### src/rtl/ser_sched_pkg.sv
// Shared types and constants for the serializer link scheduler.
package ser_sched_pkg;

  localparam int BYTE_W      = 8;
  localparam int FRAME_CNT_W = 16;

  typedef enum logic [2:0] {
    IDLE,
    GRANT,
    LOAD,
    WAIT,
    GAP
  } state_t;

  // Index width for a channel count; never narrower than one bit.
  function automatic int sched_clog2(input int n);
    int w;
    w = 1;
    while ((1 << w) < n) w++;
    return w;
  endfunction

endpackage

### src/rtl/ser_rr_arbiter.sv
// Combinational round-robin pick: first valid requester after ptr, with wrap.
module ser_rr_arbiter
  import ser_sched_pkg::*;
#(
  parameter int NUM_REQ = 2,
  localparam int IDX_W = sched_clog2(NUM_REQ)
) (
  input  logic [NUM_REQ-1:0] valid,
  input  logic [IDX_W-1:0]   ptr,
  output logic               any,
  output logic [NUM_REQ-1:0] onehot,
  output logic [IDX_W-1:0]   idx
);

  logic [IDX_W-1:0] cand;

  always_comb begin
    any    = 1'b0;
    idx    = '0;
    onehot = '0;
    cand   = '0;
    for (int i = 1; i <= NUM_REQ; i++) begin
      cand = IDX_W'((int'(ptr) + i) % NUM_REQ);
      if (!any && valid[cand]) begin
        any = 1'b1;
        idx = cand;
      end
    end
    if (any) onehot[idx] = 1'b1;
  end

endmodule

### src/rtl/ser_link_scheduler.sv
// Shares one byte serializer among NUM_REQ requesters: grant, load, wait for done, gap.
// All outputs registered; timeout_err is sticky and frame_cnt counts completed frames.
module ser_link_scheduler
  import ser_sched_pkg::*;
#(
  parameter int NUM_REQ        = 2,
  parameter int GAP_CYCLES     = 2,
  parameter int TIMEOUT_CYCLES = 64,
  localparam int IDX_W = sched_clog2(NUM_REQ)
) (
  input  logic                      clk,
  input  logic                      reset,
  input  logic [NUM_REQ-1:0]        req_valid,
  input  logic [BYTE_W*NUM_REQ-1:0] req_data,
  output logic [NUM_REQ-1:0]        req_ready,
  output logic [BYTE_W-1:0]         ser_data,
  output logic                      ser_load,
  input  logic                      ser_done,
  output logic [IDX_W-1:0]          grant_id,
  output logic                      busy,
  output logic                      timeout_err,
  input  logic                      clr_err,
  output logic [FRAME_CNT_W-1:0]    frame_cnt
);

  localparam int TO_W = sched_clog2(TIMEOUT_CYCLES);
  localparam logic [TO_W-1:0] TO_LAST = TO_W'(TIMEOUT_CYCLES - 1);
  localparam logic [3:0] GAP_LAST = 4'((GAP_CYCLES > 0) ? GAP_CYCLES - 1 : 0);
  localparam state_t POST_WAIT = (GAP_CYCLES == 0) ? IDLE : GAP;

  state_t             state;
  logic [IDX_W-1:0]   ptr;
  logic [TO_W-1:0]    to_cnt;
  logic [3:0]         gap_cnt;
  logic               arb_any;
  logic [NUM_REQ-1:0] arb_onehot;
  logic [IDX_W-1:0]   arb_idx;
  logic [BYTE_W-1:0]  sel_byte;

  ser_rr_arbiter #(.NUM_REQ(NUM_REQ)) u_arb (
    .valid  (req_valid),
    .ptr    (ptr),
    .any    (arb_any),
    .onehot (arb_onehot),
    .idx    (arb_idx)
  );

  always_comb begin
    sel_byte = '0;
    for (int i = 0; i < NUM_REQ; i++) begin
      if (grant_id == IDX_W'(i)) sel_byte = req_data[i*BYTE_W +: BYTE_W];
    end
  end

  always_ff @(posedge clk or posedge reset) begin
    if (reset) begin
      state       <= IDLE;
      ptr         <= IDX_W'(NUM_REQ - 1);
      grant_id    <= '0;
      req_ready   <= '0;
      ser_data    <= '0;
      ser_load    <= 1'b0;
      busy        <= 1'b0;
      timeout_err <= 1'b0;
      frame_cnt   <= '0;
      to_cnt      <= '0;
      gap_cnt     <= '0;
    end else begin
      req_ready <= '0;
      ser_load  <= 1'b0;
      // A timeout in the WAIT branch below overrides this same-cycle clear.
      if (clr_err) timeout_err <= 1'b0;
      case (state)
        IDLE: begin
          if (arb_any) begin
            state     <= GRANT;
            grant_id  <= arb_idx;
            req_ready <= arb_onehot;
            busy      <= 1'b1;
          end
        end
        GRANT: begin
          ser_data <= sel_byte;
          ptr      <= grant_id;
          ser_load <= 1'b1;
          state    <= LOAD;
        end
        LOAD: begin
          to_cnt <= '0;
          state  <= WAIT;
        end
        WAIT: begin
          if (ser_done || to_cnt == TO_LAST) begin
            if (ser_done) frame_cnt <= frame_cnt + 1'b1;
            else          timeout_err <= 1'b1;
            gap_cnt <= '0;
            state   <= POST_WAIT;
            busy    <= (POST_WAIT != IDLE);
          end else begin
            to_cnt <= to_cnt + 1'b1;
          end
        end
        GAP: begin
          if (gap_cnt == GAP_LAST) begin
            state <= IDLE;
            busy  <= 1'b0;
          end else begin
            gap_cnt <= gap_cnt + 1'b1;
          end
        end
        default: begin
          state <= IDLE;
          busy  <= 1'b0;
        end
      endcase
    end
  end

endmodule

### config.mk
export PLATFORM = sky130hd
export DESIGN_NAME = ser_link_scheduler
export DESIGN_NICKNAME = d
export VERILOG_FILES = /design/src/rtl/ser_sched_pkg.sv /design/src/rtl/ser_rr_arbiter.sv /design/src/rtl/ser_link_scheduler.sv
export SDC_FILE = /design/constraint.sdc
export NUM_CORES = 1
export LEC_CHECK = 0
export CORE_MARGIN = 5
export CORE_UTILIZATION = 53
export DETAILED_ROUTE_END_ITERATION = 12
export GPL_TIMING_DRIVEN = 0
export PLACE_DENSITY_LB_ADDON = 0.2
export SYNTH_ARGS = -nofsm -noshare
export SYNTH_HDL_FRONTEND = slang
export SYNTH_HIERARCHICAL = 1
export SYNTH_SLANG_ARGS = --single-unit
export TNS_END_PERCENT = 1
### constraint.sdc
create_clock -name clk -period 4 [get_ports clk]
set_input_delay 0.8 -clock clk [delete_from_list [all_inputs] [get_ports clk]]
set_output_delay 0.8 -clock clk [all_outputs]
set_load 0.02 [all_outputs]
# == Word level (Yosys, flattened, before mapping) ==
# Cells that the tools add are included.
# W data, S select, Z words.
# totals
ff_bits,44
elab_cells,77
# op_classes
addsub,5
n_lt_le_gt_ge,4
eq_ne,11
n_mux,31
n_bitwise,1
n_reduce_logical,14
# ops
op,count
$mux W1,17
$add A16 B1 Y16 const B,1
$pmux W3 S5,1
$pmux W6 S2,1
$ne A2 B2 Y1 const B,5
$mux W3,3
$reduce_and A3 Y1,3
$mux W4,2
$mux W8,1
$pmux W4 S2,1
$add A6 B1 Y6 const B,1
$eq A3 B2 Y1 const B,2
$eq A6 B6 Y1 const B,1
$lt A1 B2 Y1 const B,3
$mux W6,1
$add A4 B1 Y4 const B,1
$eq A4 B1 Y1 const B,1
$mux W2,2
$pmux W1 S4,1
$reduce_and A2 Y1,2
$reduce_and A4 Y1,1
$reduce_bool A2 Y1,2
$eq A3 B1 Y1 const B,1
$eq A3 B3 Y1 const B,1
9 further kinds,11

# == Logic depth before layout (Yosys ltp) ==
# depth
depth_word,13
depth_mapped,6
depth_no_buf,6

# == Modules after synthesis ==
# Netlist, hierarchy kept.
# by_module_without_submodules
mod,n_inst,cells_per_inst,area_each_um2,seq_area_each_um2
ser_link_scheduler,1,189,2079.5,1102.3
ser_rr_arbiter,1,5,32.5,0.0

# == Worst setup path after synthesis ==
# Ideal clock, no wire load.
# synth_path
path_type,input-to-reg
startpoint,input ser_done
endpoint,register frame_cnt[15]
setup_time_ps,128
arrival_time_ps,1541
setup_slack_ps,2331
path_stages,4
n_path_buf,0
path_cell_list,nand3_1 -> nor4_4 -> nand4_1 -> xnor2_1
# synth_via
elab_chain_len,2
# synth_rtl
item,line,text
start: declaration,ser_link_scheduler.sv:18,"input logic ser_done,"
$logic_or A1 B1 Y1,ser_link_scheduler.sv:93,if (ser_done || to_cnt == TO_LAST) begin
$reduce_and A3 Y1 (no source line) *,-,
end signal: assignment,ser_link_scheduler.sv:94,if (ser_done) frame_cnt <= frame_cnt + 1'b1;
end: declaration,ser_link_scheduler.sv:23,output logic [FRAME_CNT_W-1:0] frame_cnt
# Every way passes the cells marked *; elsewhere a longest branch is shown, timed or not.
# A chain may end at the register's enable or synchronous reset.

# == Worst setup path in the final report ==
# layout_path
startpoint,register frame_cnt[0]
endpoint,output frame_cnt[0]
# No word-level cell between the ends.

==> impl_metrics.yaml <==
status:
  outcome: "finished clean"
worst_setup_path:
  ff2ff_path_depth: 4
  slowest_delay_ps: 640
  path_max_fanout: 6
  r2r_slack_ps: 2380
  path_depth: 1
  timing.rr.start: "to_cnt[0]"
  crit_arrival_ps: 1400
  worst-setup-path-type: "reg2out"
  required_ps: 3200
  startpoint: "frame_cnt[0]"
  crit_family: "buffers and inverters"
  r2r-end: "gap_cnt[1]"
  path_buf_inv: 1
  cp_cell_sequence: "clkdlybuf4s50_1"
  slowest_stage: "clkdlybuf4s50_1"
  critPathCaptureType: "output port"
  worstSetupStartpointType: "flip-flop"
  cp-endpoint: "frame_cnt[0]"
floorplanning:
  io_pins: 52
  rows: 23
  die_area_mm2: 0.00535
  initial_core_util_pct: 53.6
  core-area_mm2: 0.00394
  fp.dieH_um: 73.1
  die_w_um: 73.1
timing:
  finalSetupViolations: 0
  drv_slew: 0
  skew_ps: 7.78
  final.setup.tns_ps: 0
  max_freq_mhz: 455
  rsz0062_at_grt: "false"
  slew_headroom_pct: 40.6
  tightest_slew_ps: 889
  fin_crit_sh_pct: 54.9
  hold_violations: 0
  period_minus_slack_ps: 2200
synth:
  synth-seq-cells: 44
  synth_cell_types: 46
  yosys.area.top_type: "dfrtp_1"
  syn-num-nets: 220
  netlist_instances: 194
  synthArstFlopShare_pct: 100
  synth_top_area_share_pct: 50.9
  synth_area_leaders: "dfrtp_1 (51%), mux2i_1 (4.7%), xnor2_1 (4.1%)"
  synth_edf_count: 0
  yosysWarnings: 6
  postSynthAreaPerCell_um2: 10.9
  ys.flop_type: "dfrtp_1"
  ys_seq_area_share_pct: 52.2
  netlist_area_mm2: 0.00211
clock_tree:
  cts_resized: 0
  ctsHoldBuffers: 0
  ctsHtreeMaxLevel: 2
  cts_made_buffers: 5
  post-cts-setup-buffers: 0
  clk_path_buf_depth: 2
  cts-root-buf: "clkbuf_8"
  clk_latency_ps: 300
  cts.sinks: 44
  cts_tree: "yes"
  cts.clk_slew.worst_paths_ps: 90
cells_and_area:
  fin_area_mm2: 0.00281
  syn2layout_area_growth_pct: 33.1
  antenna_cells: 0
  most-common-layout-cells: "clkdlybuf4s50_1 (51), dfrtp_1 (43), nor2_1 (19)"
  layout_commonest_cell: "clkdlybuf4s50_1"
  final_nets: 278
  multi_input_area_um2: 942
  regArea_mm2: 0.00110
  drive_above_1_share_pct: 9.09
  nFillCells: 288
power_and_ir_drop:
  p_leak_nw: 1.22
  p_per_area_mw_per_mm2: 637
  power_mw: 1.79
  max-vdd-ir-drop_v: 0.000373
drt:
  dr.pass1.iters: 4
  via_per_inst: 5.37
  via_count: 1627
  ant_nets: 0
  wl_per_cell_um: 14.6
  drt_iter0_drc: 83
  drc: 0
  wirelength_mm: 4.43
global_route:
  grt_pass1_vias: 1566
  grt_pass1_wl_mm: 7.36
  grt_max_degree: 45
  globalRouteTotalUtil_pct: 17.7
  grt-ovfl-total: 0
  antenna_found_initial: 0
flow_run:
  maxCapViolCount: 0
placement:
  place_congestion: 0.825
  place_area_mm2: 0.00269
  dpl.hpwl_mm: 3.29
  numPortBuffers: 51
worst_hold_path:
  hold_depth: 1
  hold_path_class: "reg2reg"
cells by family after synthesis:
kind of cell / Yosys count / synth area share (%)
muxes: 13 / 6.34
buffers and inverters: 12 / 3.20
adders and majority gates: 4 / 2.37
and+or+nand+nor: 71 / 19.4
DFF: 44 / 52.2
AOI/OAI and AO/OA: 34 / 9.89
xor gates and xnor gates: 16 / 6.63
layout make-up:
class	instances	share of cell area [%]
repair buffers	51	18.2
clock buffers	7	3.43
plain buffers	5	1.47
inverters	7	0.935
clock inverters	1	1.07
multi-input cells	138	33.5
well taps	50	2.23
flip-flops and latches	44	39.2
metrics by stage:
stage | instances | hold slack, ps | utilization [%] | setup WS [ps]
after floorplan | 194 | 483 | - | 2170
after global placement | 295 | 461 | 68.1 | 1330
after detailed placement | 295 | 485 | 68.1 | 1560
after CTS | 303 | 496 | 71.3 | 1800
after global routing | 303 | 511 | 71.3 | 1760
final | 303 | 484 | 71.3 | 1800
flip-flops by register name, indices dropped and copies added (netlist names):
name / cells
busy: 1
frame_cnt: 16
ser_data: 8
req_ready: 2
ser_load: 1
timeout_err: 1
gap_cnt: 4
to_cnt: 6
state: 3
ptr: 1
grant_id: 1
cells in the mapped netlist (5+ instances only):
master and instances:
a21oi_1 11, a31oi_1 5, dfrtp_1 43, inv_1 7
mux2i_1 10, nand2_1 11, nand2b_1 5, nand3_1 13
nor2_1 19, xnor2_1 10, xor2_1 6
layer usage:
metal / track usage [%] / up-vias / part of all wire (%)
li1: - / 800 / -
met3: 4.27 / 4 / 3.9
met2: 30.0 / 31 / 53
met1: 22.9 / 792 / 43
met5: 0 / - / 0
met4: 4.30 / 0 / 0.68
worst reg2reg max path, stage by stage, from the launching register on:
cell	delay, ps
dfrtp_1	440
ha_1	280
a31oi_1	380
o21ai_0	260
o22ai_1	180
worst min path at each step:
stage / startpoint / endpoint / slack (ps)
2_1_floorplan: gap_cnt[2] / gap_cnt[2] / 480
3_3_place_gp: frame_cnt[15] / frame_cnt[15] / 460
3_5_place_dp: frame_cnt[15] / frame_cnt[15] / 490
4_1_cts: frame_cnt[15] / frame_cnt[15] / 500
5_1_grt: frame_cnt[15] / frame_cnt[15] / 510
6_report: frame_cnt[15] / frame_cnt[15] / 480
where the power goes:
group	internal [mW]	switching, mW	total (mW)	leakage (nW)
clock	0.220	0.153	0.373	0.0645
sequential	0.571	0.103	0.673	0.565
combinational	0.349	0.394	0.743	0.592
total	1.14	0.650	1.79	1.22
(Power assumes the default switching activity.)
